`src/rtl/rsnn_step_scheduler.sv`:
```
// rtl/rsnn_step_scheduler.sv - time-multiplexed LIF step scheduler; optional watchdog via RSNN_DP_WATCHDOG_EN
module rsnn_step_scheduler #(
    parameter int NUM_NEURONS = 4,
    localparam int IDX_W = $clog2(NUM_NEURONS)
) (
    input  logic                   clk,
    input  logic                   rst_n,
    input  logic                   step_start,
    input  logic                   clear_state,
    input  logic [7:0]             feedback_scale,
    output logic [IDX_W-1:0]       ext_sel,
    input  logic [7:0]             ext_current,
    output logic                   dp_req,
    input  logic                   dp_ack,
    output logic [IDX_W-1:0]       dp_idx,
    output logic [7:0]             dp_potential,
    output logic [7:0]             dp_refrac,
    output logic [7:0]             dp_current,
    input  logic [7:0]             dp_potential_nxt,
    input  logic [7:0]             dp_refrac_nxt,
    input  logic                   dp_spike,
    output logic                   busy,
    output logic                   step_done,
`ifdef RSNN_DP_WATCHDOG_EN
    output logic                   dp_timeout_err,
`endif
    output logic [NUM_NEURONS-1:0] spike_vec
);

    typedef enum logic [1:0] {
        S_IDLE,
        S_ISSUE,
        S_DONE
    } state_t;

    localparam logic [IDX_W-1:0] LAST_IDX = IDX_W'(NUM_NEURONS - 1);

    state_t                 state_q, state_d;
    logic [IDX_W-1:0]       cur_idx_q, cur_idx_d;
    logic [7:0]             pot_q    [NUM_NEURONS];
    logic [7:0]             refrac_q [NUM_NEURONS];
    logic [NUM_NEURONS-1:0] prev_spike_q;
    logic [NUM_NEURONS-1:0] shadow_q;
    logic [NUM_NEURONS-1:0] spike_vec_q;

    logic                   wr_en;
    logic                   advance;
    logic                   clr_all;
    logic                   load_vec;
    logic [IDX_W-1:0]       src_idx;
    logic [8:0]             sum;

`ifdef RSNN_DP_WATCHDOG_EN
    logic [3:0]             wd_cnt_q;
    logic                   timeout;
    logic                   timeout_err_q;
`endif

    // Recurrent current: previous-step spike of the ring predecessor adds the feedback weight, then saturate
    always_comb begin
        src_idx = (cur_idx_q == '0) ? LAST_IDX : cur_idx_q - IDX_W'(1);
        sum     = {ext_current[7], ext_current}
                + (prev_spike_q[src_idx] ? {feedback_scale[7], feedback_scale} : 9'd0);
        if (!sum[8] && sum[7]) begin
            dp_current = 8'h7F;
        end else if (sum[8] && !sum[7]) begin
            dp_current = 8'h80;
        end else begin
            dp_current = sum[7:0];
        end
    end

    assign ext_sel      = cur_idx_q;
    assign dp_idx       = cur_idx_q;
    assign dp_potential = pot_q[cur_idx_q];
    assign dp_refrac    = refrac_q[cur_idx_q];
    assign spike_vec    = spike_vec_q;

    // Next-state and control decode for the sweep FSM
    always_comb begin
        state_d   = state_q;
        cur_idx_d = cur_idx_q;
        wr_en     = 1'b0;
        advance   = 1'b0;
        clr_all   = 1'b0;
        load_vec  = 1'b0;
        dp_req    = 1'b0;
        busy      = 1'b0;
        step_done = 1'b0;
`ifdef RSNN_DP_WATCHDOG_EN
        timeout   = 1'b0;
`endif
        unique case (state_q)
            S_IDLE: begin
                if (clear_state) begin
                    clr_all = 1'b1;
                end else if (step_start) begin
                    state_d   = S_ISSUE;
                    cur_idx_d = '0;
                end
            end
            S_ISSUE: begin
                dp_req = 1'b1;
                busy   = 1'b1;
                if (dp_ack) begin
                    wr_en   = 1'b1;
                    advance = 1'b1;
                end
`ifdef RSNN_DP_WATCHDOG_EN
                else if (wd_cnt_q == 4'd14) begin
                    // 15th cycle without an ack: skip this neuron, leave its state untouched
                    timeout = 1'b1;
                    advance = 1'b1;
                end
`endif
                if (advance) begin
                    if (cur_idx_q == LAST_IDX) begin
                        state_d = S_DONE;
                    end else begin
                        cur_idx_d = cur_idx_q + IDX_W'(1);
                    end
                end
            end
            S_DONE: begin
                busy      = 1'b1;
                step_done = 1'b1;
                load_vec  = 1'b1;
                state_d   = S_IDLE;
            end
            default: begin
                state_d = S_IDLE;
            end
        endcase
    end

    // FSM state and sweep index registers
    always_ff @(posedge clk or negedge rst_n) begin
        if (!rst_n) begin
            state_q   <= S_IDLE;
            cur_idx_q <= '0;
        end else begin
            state_q   <= state_d;
            cur_idx_q <= cur_idx_d;
        end
    end

    // Per-neuron potential / refractory register file with writeback on ack
    always_ff @(posedge clk or negedge rst_n) begin
        if (!rst_n) begin
            for (int i = 0; i < NUM_NEURONS; i++) begin
                pot_q[i]    <= 8'h00;
                refrac_q[i] <= 8'h00;
            end
        end else if (clr_all) begin
            for (int i = 0; i < NUM_NEURONS; i++) begin
                pot_q[i]    <= 8'h00;
                refrac_q[i] <= 8'h00;
            end
        end else if (wr_en) begin
            pot_q[cur_idx_q]    <= dp_potential_nxt;
            refrac_q[cur_idx_q] <= dp_refrac_nxt;
        end
    end

    // Spikes collect in a shadow vector and publish atomically when DONE exits
    always_ff @(posedge clk or negedge rst_n) begin
        if (!rst_n) begin
            shadow_q     <= '0;
            prev_spike_q <= '0;
            spike_vec_q  <= '0;
        end else if (clr_all) begin
            shadow_q     <= '0;
            prev_spike_q <= '0;
            spike_vec_q  <= '0;
        end else begin
            if (advance) begin
                shadow_q[cur_idx_q] <= wr_en & dp_spike;
            end
            if (load_vec) begin
                prev_spike_q <= shadow_q;
                spike_vec_q  <= shadow_q;
            end
        end
    end

`ifdef RSNN_DP_WATCHDOG_EN
    // Ack watchdog counter and sticky timeout flag
    always_ff @(posedge clk or negedge rst_n) begin
        if (!rst_n) begin
            wd_cnt_q      <= 4'd0;
            timeout_err_q <= 1'b0;
        end else begin
            if (state_q == S_ISSUE && !advance) begin
                wd_cnt_q <= wd_cnt_q + 4'd1;
            end else begin
                wd_cnt_q <= 4'd0;
            end
            if (clr_all) begin
                timeout_err_q <= 1'b0;
            end else if (timeout) begin
                timeout_err_q <= 1'b1;
            end
        end
    end

    assign dp_timeout_err = timeout_err_q;
`endif

endmodule

```
`config.mk`:
```
export PLATFORM = sky130hd
export DESIGN_NAME = rsnn_step_scheduler
export DESIGN_NICKNAME = d
export VERILOG_FILES = /design/src/rtl/rsnn_step_scheduler.sv
export SDC_FILE = /design/constraint.sdc
export NUM_CORES = 1
export LEC_CHECK = 0
export ABC_AREA = 1
export CORE_MARGIN = 2
export CORE_UTILIZATION = 55
export CTS_BUF_LIST = sky130_fd_sc_hd__clkbuf_16
export DETAILED_ROUTE_END_ITERATION = 8
export HOLD_SLACK_MARGIN = 0.15
export PLACE_DENSITY = 0.83
export SLEW_MARGIN = 20
export SYNTH_ARGS = -nofsm -noshare
export SYNTH_HDL_FRONTEND = slang
export SYNTH_SLANG_ARGS = --single-unit
```
`constraint.sdc`:
```
create_clock -name clk -period 8.95 [get_ports clk]
set_input_delay 0.895 -clock clk [delete_from_list [all_inputs] [get_ports clk]]
set_output_delay 0.895 -clock clk [all_outputs]
set_load 0.01 [all_outputs]
```
== After elaboration in Yosys (flattened, before gate mapping) ==
Index checks and enable logic that the tools add are counted.
W data, S select, Z words.

* Register bits after elaboration: 76
* Latch bits: 0
* Bits in writable memories: 0
* ROM bits: 0
* Bits of input ports: 38
* Output and inout bits: 35
* Logic and storage cells: 91
* Memories: 0

* Add/sub/neg operators: 3
* $mul: 0
* Div/mod/pow operators: 0
* $lt $le $gt $ge: 5
* Eq/ne operators: 8
* Shift-type cells: 0
* Multiplexer cells: 46
* Bitwise logic cells: 2
* Reductions and logical operators: 15

{| class="wikitable"
|+ Operator list
! kind !! count
|-
| $mux W32 || 4
|-
| $bwmux W32 || 2
|-
| $mux W8 || 7
|-
| $bmux W8 S2 || 2
|-
| $mux W2 || 9
|-
| $demux W8 S2 || 1
|-
| $mux W4 || 4
|-
| $mux W1 || 11
|-
| $ne A2 B2 Y1 const B || 5
|-
| $add A9 B9 Y9 || 1
|-
| $mux W9 || 1
|-
| $pmux W2 S2 || 2
|-
| $reduce_bool A2 Y1 || 4
|-
| $lt A2 B3 Y1 const B || 2
|-
| $reduce_and A5 Y1 || 1
|-
| $bwmux W4 || 1
|-
| $eq A2 B2 Y1 const B || 2
|-
| $logic_and A1 B1 Y1 || 4
|-
| $logic_not A2 Y1 || 2
|-
| $reduce_and A4 Y1 || 1
|-
| $ge A3 B3 Y1 const B || 1
|-
| $lt A3 B1 Y1 const B || 1
|-
| $not A2 Y3 || 1
|-
| $add A2 B1 Y2 const B || 1
|-
| 8 further kinds || 9
|}

== Depth between registers and ports, before layout ==
Gate-level depths: netlist (run 1).

* Depth in word-level cells: 10
* Depth in mapped cells: 22
* Gate-level depth less buffers: 21

== Worst setup path before layout (run 1) ==
No wires, ideal clock.

* Path kind: reg2out
* Start: register cur_idx_q[0] (netlist: dp_idx[0])
* End: output dp_current[0]
* Arrival: 2.996 ns
* Path slack: 5.059 ns
* Cell stages (with the launch flop): 23
* Path buffers: 1
* Cells stage by stage: dfrtp_1 inv_2 clkbuf_1 ha_1 nor2_1 inv_2 a21oi_1 o21ai_1 nand2_2 nor2_1 ha_1 inv_1 fa_1 inv_1 nand2_1 nand2_1 nand3_1 nand2_1 nand2_1 nand2_2 inv_1 nand2_4 nand2_1

* Longest elaborated chain between the ends: 10
* Elaborated cells between the ends (all ways): 13
* Classes of those cells: add/sub: 2; mux: 6; reduce/logical: 5

{| class="wikitable"
|+ RTL lines
! what !! RTL line !! RTL
|-
| start, declared || 39 || <nowiki>logic [IDX_W-1:0] cur_idx_q, cur_idx_d;</nowiki>
|-
| start signal, assigned || 143 || <nowiki>cur_idx_q <= cur_idx_d;</nowiki>
|-
| $sub A2 B1 Y2 / $logic_not A2 Y1 (equally long branches) || 61 || <nowiki>src_idx = (cur_idx_q == '0) ? LAST_IDX : cur_idx_q - IDX_W'(1);</nowiki>
|-
| $mux W2 (*) || 61 ||
|-
| $bmux W1 S2 (*) || 63 || <nowiki>+ (prev_spike_q[src_idx] ? {feedback_scale[7], feedback_scale} : 9'd0);</nowiki>
|-
| $mux W1 (implied by the code) (*) || 63 ||
|-
| $mux W9 (*) || 63 ||
|-
| $add A9 B9 Y9 (*) || 63 ||
|-
| $logic_not A1 Y1 || 66 || <nowiki>end else if (sum[8] && !sum[7]) begin</nowiki>
|-
| $logic_and A1 B1 Y1 || 66 ||
|-
| $mux W8 || 66 ||
|-
| $mux W8 (*) || 64 || <nowiki>if (!sum[8] && sum[7]) begin</nowiki>
|-
| end, declared || 18 || <nowiki>output logic [7:0] dp_current,</nowiki>
|}

Every way passes the cells marked *; elsewhere a longest branch is shown, timed or not. The select of a mux whose other input is x is not followed.

== Worst setup path after layout (run 1) ==
* Start: register cur_idx_q[1] (netlist: dp_idx[1])
* End: output dp_current[5]

Same word-level chain as after synthesis.

==> metrics.yaml, run 1 <==
timing:
  setup_viol: 0
  min_period_ns: 5.40
  max-slew-margin-rel: 0.364
  setup_tns_ns: 0
  layout_worst_path_cycle_share: 0.604
  setup_repair_after_global_routing_missed_its_margin: "no"
  fmax_mhz: 185
  final_hold_viol_count: 0
  hold_ws_ns: 0.503
  tightestPinTransition_ns: 0.954
  fin_skew_ns: 0.00760
  report.final.slew_viol_count: 0
die:
  die_x_um: 89.9
  start_util: 0.563
  die_height_um: 89.9
  core-area_sq_um: 7210
  placementRows: 31
  boundaryPins: 73
  design.die.area_sq_um: 8090
clocking:
  post_cts_resize_count: 0
  tritoncts: "done"
  cts_bufs_inserted: 9
  clockRootBuffer: "clkbuf_16"
  htree_num_levels: 3
  cts_hold_repair.buffers: 0
  sinks_on_the_clock_net: 76
  postCtsSetupBuffers: 0
  clk-insertion-delay-late_ns: 0.33
  worst_setup_hold_path_clk_slew_ns: 0.06
  cts.path.max_buffers: 2
place:
  gp_congestion: 0.852
  dp_hpwl_um: 6530
  port_buffers: 72
route:
  drt.antenna.violating_nets: 0
  detail_route.wirelength_um: 10300
  route.detailed.drc: 0
  route.vias.total: 3805
  wirelength_met1_um: 4540
  highest-signal-layer: "met4"
  routed-wl-met2_um: 5080
  drt-vias-per-instance: 5.67
  avgRoutedWirePerCell_um: 15.3
  met3_wirelength_um: 552
  detail_route.first_pass.iterations: 5
  drtIter0Drc: 390
layout:
  area_used_by_multi_input_combinational_logic_sq_um: 1770
  mostFrequentLayoutCell: "o21ai_0"
  final.fill_count: 599
  drive_gt1_frac: 0.0594
  utilization: 0.704
  flow.area_growth_from_synthesis_pct: 25.1
  antenna_cells_inserted: 0
  fin_nets: 623
  final-seq-area_sq_um: 1900
  layout.cells.most_common_list: "o21ai_0, dfrtp_1, clkdlybuf4s50_1"
critical_path:
  r2r_end: "pot_q[31]"
  critPathCapture: "dp_current[5]"
  criticalPathCategory: "reg -> out"
  startpoint_of_the_worst_register_to_register_path: "dp_idx[1]"
  required_ns: 8.06
  ff2ff_setup_slack_ns: 6.14
  start_kind: "register"
  path_max_fanout: 21
  worst-endpoint-arrival_ns: 4.51
  timing.reg2reg.worst_path_depth: 4
  worstSetupStartpoint: "dp_idx[1]"
  critical_path.endpoint_type: "output port"
min_path:
  hold_path.class: "reg -> reg"
synth:
  synth_area_leaders: "dfrtp_1, o21ai_0, nand3_1"
  syn-mean-instance-area_sq_um: 8.04
  ys_warns: 0
  number_of_standard_cells_after_synthesis: 505
  synth_cell_types: 26
  seq_area_frac_synth: 0.468
  mappedNetlistNets: 561
  synth_top_area_share: 0.468
  syn-cell-area_sq_um: 4060
  synth_largest_area_cell: "dfrtp_1"
  synth_seq_cells: 76
power_and_ir_drop:
  ir_worst_vdd_uv: 177
  total_power_w: 0.00196
  pwr_density_cell_nw_per_um2: 385
  power_leakage_nw: 2.42
grt:
  initial_antenna_violation_count: 0
  grt_util_all_layers: 0.266
  pin_count_of_the_biggest_net_entering_global_routing: 77
  grt.overflow.total: 0
  wire_length_of_the_first_global_routing_pass_um: 17600
  number_of_global_route_vias_before_repair: 3762
outcome:
  status: "finished, final reports clean"
job:
  max_cap_violations: 0
==> Yosys cell counts <==
master,n
nand2_1,51
fa_1,1
o21ai_1,1
o21ai_0,90
clkinv_2,1
nor2_1,50
nand2_2,7
nand3_2,1
a21oi_1,6
inv_2,2
clkbuf_2,3
or2_1,1
dfrtp_1,76
buf_2,9
nand2_4,1
o22ai_1,33
clkbuf_1,10
ha_1,17
inv_1,70
o21ai_2,1
nand3_1,64
nand4_1,3
xnor2_1,3
or2_4,1
o211ai_2,1
buf_4,2
==> critical path, stage by stage (launching register included) <==
cell             delay [ns]
dfrtp_1                0.76
inv_1                  0.51
ha_1                   0.37
nor2_1                 0.13
inv_2                  0.07
o21ai_1                0.18
nand2_2                0.14
nor2_1                 0.11
ha_1                   0.16
inv_1                  0.05
fa_1                   0.40
inv_1                  0.09
nand2_1                0.05
nand2_1                0.08
nand3_1                0.09
nand3_1                0.10
nand2_2                0.08
nand2_2                0.12
nand2_1                0.08
nand2_1                0.06
clkdlybuf4s50_1        0.53
==> per-stage QoR <==
step | instance area [sq um] | worst slack (ns) | cells
detailed placement | 4810 | 3.94 | 655
global route | 5080 | 3.22 | 671
finish | 5080 | 3.55 | 671
CTS | 5080 | 3.56 | 671
floorplan | 4060 | 5.06 | 505
global placement | 4810 | 4.14 | 655
==> cell type report <==
class                   instances  area share
clock buffers                   9      0.0444
multi-input cells             332       0.349
inverters                      73      0.0542
repair buffers                 75       0.145
clock inverters                 7     0.00838
flip-flops and latches         76       0.375
well taps                      99      0.0244
==> per-layer routing <==
layer / global-route usage / up-vias
li1: - / 1802
met1: 0.361 / 1839
met2: 0.442 / 152
met3: 0.0511 / 12
met4: 0.0769 / 0
met5: 0 / -
==> cell families (layout without fill, tap and decap cells) <==
group,count (synthesis),after routing,share of synthesized area
and+or+nand+nor,179,179,0.197
AOI/OAI and AO/OA,132,132,0.176
buffers and inverters,97,164,0.0955
DFF,76,76,0.468
adders and majority gates,18,18,0.0573
xor gates and xnor gates,3,3,0.00647
==> registers in the layout (all words and copies together) (netlist names) <==
signal,count
shadow_q,4
dp_idx,2
state_q,2
refrac_q,32
pot_q,32
spike_vec,4
==> how the worst min path moves through the flow <==
stage / start / end / slack [ns] / cells past startpoint
after detailed placement: pot_q[23] / pot_q[23] / 0.49 / 2
after global routing: pot_q[15] / pot_q[15] / 0.53 / 2
final: pot_q[18] / pot_q[18] / 0.50 / 2
after global placement: refrac_q[17] / refrac_q[17] / 0.49 / 2
after CTS: pot_q[23] / pot_q[23] / 0.51 / 2
after floorplan: pot_q[10] / pot_q[10] / 0.47 / 2
==> power breakdown <==
group,switching [W],internal (W)
sequential,0.0000779,0.000474
combinational,0.000592,0.000484
clock,0.000143,0.000186
total,0.000813,0.00114
(Power assumes the default switching activity.)
==> inputs of run 2 (changes only) <==
- CORE_UTILIZATION: 55 -> 48
- PLACE_DENSITY: 0.83 -> 0.77
- clock period: 8.95 -> 4.35 ns (I/O delays scaled with it)
==> run 2 against run 1 <==
Compared with the run above:
- cell area grew 1.9%
- setup slack lost 3.1 ns
- die area grew 14%
- sequential share of layout area shrank 0.70 points
- utilization shrank 7.4 points
- register-to-register slack lost 4.3 ns
==> metrics.yaml, run 2 (same netlist as run 1, synthesis figures left out) <==
clocking:
  tritoncts: "done"
  cts.path.max_buffers: 2  # unchanged
  worst_setup_hold_path_clk_slew_ns: 0.06  # about the same
  htree_num_levels: 3  # unchanged
  cts_hold_repair.buffers: 0  # unchanged
  clk-insertion-delay-late_ns: 0.33  # about the same
  cts_bufs_inserted: 9  # unchanged
  clockRootBuffer: "clkbuf_16"
  sinks_on_the_clock_net: 76  # unchanged
critical_path:
  path_depth: 20  # unchanged
  worstSetupStartpoint: "dp_idx[1]"
  timing.reg2reg.worst_path_depth: 6  # +2
  critPathTopFamily: "simple AND/OR/NAND/NOR gates"
  required_ns: 3.91  # -4.15 ns
  path_max_fanout: 7  # -67%
  critPathCapture: "dp_current[3]"
  criticalPathCategory: "reg -> out"
  ff2ff_setup_slack_ns: 1.89  # -4.25 ns
  worst-endpoint-arrival_ns: 3.51  # -1.00 ns
  cell_at_the_slowest_stage_of_the_critical_path: "clkdlybuf4s50_1"
  start_kind: "register"
  delay_contributed_by_the_slowest_stage_of_the_critical_path_ns: 0.53  # -0.23 ns
  r2r_end: "refrac_q[4]"
  critical_path.endpoint_type: "output port"
  timing.critical_path.buf_inv: 5  # unchanged
  timing.critical_path.mode_cell: "nand2_1"
  startpoint_of_the_worst_register_to_register_path: "state_q[0]"
  cell_by_cell_listing_of_the_critical_path: "inv_1 > ha_1 > nor2_1 > inv_2 > a21oi_1 > o21ai_2 > nand2_2 > buf_4 > nor2_1 > ha_1 > nand2_1 > inv_1 > a21oi_1 > nand2_1 > nand2_1 > nand2_1 > nand2_2 > nand2_1 > nand2_1 > clkdlybuf4s50_1"
grt:
  wire_length_of_the_first_global_routing_pass_um: 17400  # -1.1%
  number_of_global_route_vias_before_repair: 3709  # -1.4%
  initial_antenna_violation_count: 0  # unchanged
  grt_util_all_layers: 0.246  # -0.0208
  grt.overflow.total: 0  # unchanged
  pin_count_of_the_biggest_net_entering_global_routing: 40  # -48%
route:
  route.detailed.drc: 0  # unchanged
  drtIter0Drc: 342  # -12%
  avgRoutedWirePerCell_um: 15.9  # +3.5%
  drt.antenna.violating_nets: 0  # unchanged
  drt-vias-per-instance: 5.59  # -1.5%
  route.vias.total: 3804  # -0.026%
  detail_route.first_pass.iterations: 7  # +2
  detail_route.wirelength_um: 10800  # +5.0%
timing:
  layout_worst_path_cycle_share: 0.907
  final_hold_viol_count: 0  # unchanged
  tightestPinTransition_ns: 1.00  # +0.0469 ns
  hold_ws_ns: 0.218  # -0.285 ns
  setup_viol: 0  # unchanged
  report.final.slew_viol_count: 0  # unchanged
  max-slew-margin-rel: 0.333  # -0.0314
  setup_tns_ns: 0  # unchanged
  setup_repair_after_global_routing_missed_its_margin: "no"
  min_period_ns: 3.95
  fmax_mhz: 253
  fin_skew_ns: 0.00488  # -0.00271 ns
die:
  boundaryPins: 73  # unchanged
  die_x_um: 96.0  # +6.7%
  design.die.area_sq_um: 9210  # +14%
  die_height_um: 96.0  # +6.7%
  start_util: 0.494  # -0.0686
  core-area_sq_um: 8220  # +14%
  placementRows: 33  # +6.5%
layout:
  layout.cells.most_common_list: "o21ai_0, dfrtp_1, clkdlybuf4s50_1"
  final-instance-count-excl-fill: 681  # +1.5%
  mostFrequentLayoutCell: "o21ai_0"
  antenna_cells_inserted: 0  # unchanged
  area_used_by_multi_input_combinational_logic_sq_um: 1770  # +0.21%
  drive_gt1_frac: 0.0694  # +0.0100
  final.fill_count: 733  # +22%
  final-seq-area_sq_um: 1900  # unchanged
  layout_top_registers: "pot_q x32, refrac_q x32"
  fin_nets: 628  # +0.80%
  flow.area_growth_from_synthesis_pct: 27.4
  design_area_sq_um: 5170  # +1.9%
place:
  port_buffers: 72  # unchanged
  dp_hpwl_um: 6720  # +3.0%
  gp_congestion: 0.873  # +2.5%
  placed_area_sq_um: 4850  # +0.78%
  dpl.cell_count: 665  # +1.5%
power_and_ir_drop:
  pwr_density_cell_nw_per_um2: 816  # +110%
  power_leakage_nw: 2.47  # +1.9%
  ir_worst_vdd_uv: 339  # +91%
job:
  max_cap_violations: 0  # unchanged
min_path:
  hold_path.class: "in -> async"
outcome:
  status: "finished, final reports clean"
[run 2: cell count changes in the layout (fill, tap and decap cells not counted), moves of 2 or more]
cell,delta
buf_4,+5
clkinv_4,+2
bufinv_16,+2
clkinv_2,-2
[run 2: worst register-to-register path: stages (launching register included)]
cell	delay [ns]
dfrtp_1	0.35
inv_1	0.09
ha_1	0.25
nand2_2	0.41
buf_4	0.48
nand3_2	0.47
o22ai_1	0.33
[run 2: power by group]
group / leakage, nW / switching (W) / internal, W
logic: 1.28 / 0.00129 / 0.00103
clock network: 0.151 / 0.000286 / 0.000499
registers: 1.04 / 0.000143 / 0.000976
[run 2: final cells by class]
class | instances | area share
Clock buffer | 9 | 0.0435
Clock inverter | 6 | 0.0174
Inverter | 73 | 0.0532
Multi-Input combinational cell | 332 | 0.343
Sequential cell | 76 | 0.368
Tap cell | 105 | 0.0254
Timing Repair Buffer | 80 | 0.150
[run 2: per-layer routing]
metal | track usage | routed length [um]
met1 | 0.318 | 4700
met2 | 0.408 | 5150
met5 | 0 | 0
met3 | 0.0626 | 819
met4 | 0.0738 | 127
[run 2: how the worst min path moves through the flow]
stage	cells after the start	from	slack (ns)	end
2_1_floorplan	0	rst_n	0.14	dp_idx[0]
3_3_place_gp	2	refrac_q[14]	0.49	refrac_q[14]
3_5_place_dp	2	pot_q[11]	0.49	pot_q[11]
4_1_cts	1	rst_n	0.25	refrac_q[5]
5_1_grt	1	rst_n	0.29	refrac_q[5]
6_report	1	rst_n	0.22	refrac_q[5]
[run 2: through the flow]
step	power, W	util	setup WS (ns)
global placement	0.00332	0.590	0.864
CTS	0.00420	0.628	0.362
global route	0.00454	0.630	0.0767
finish	0.00422	0.630	0.404
detailed placement	0.00340	0.590	0.752
floorplan	0.00247	-	0.919
[run 2: what timing repair did]
item                                    in CTS  in global routing
endpoints found under the setup margin       0                  1
setup buffers                                0                  1
gates resized for setup                      0                  1
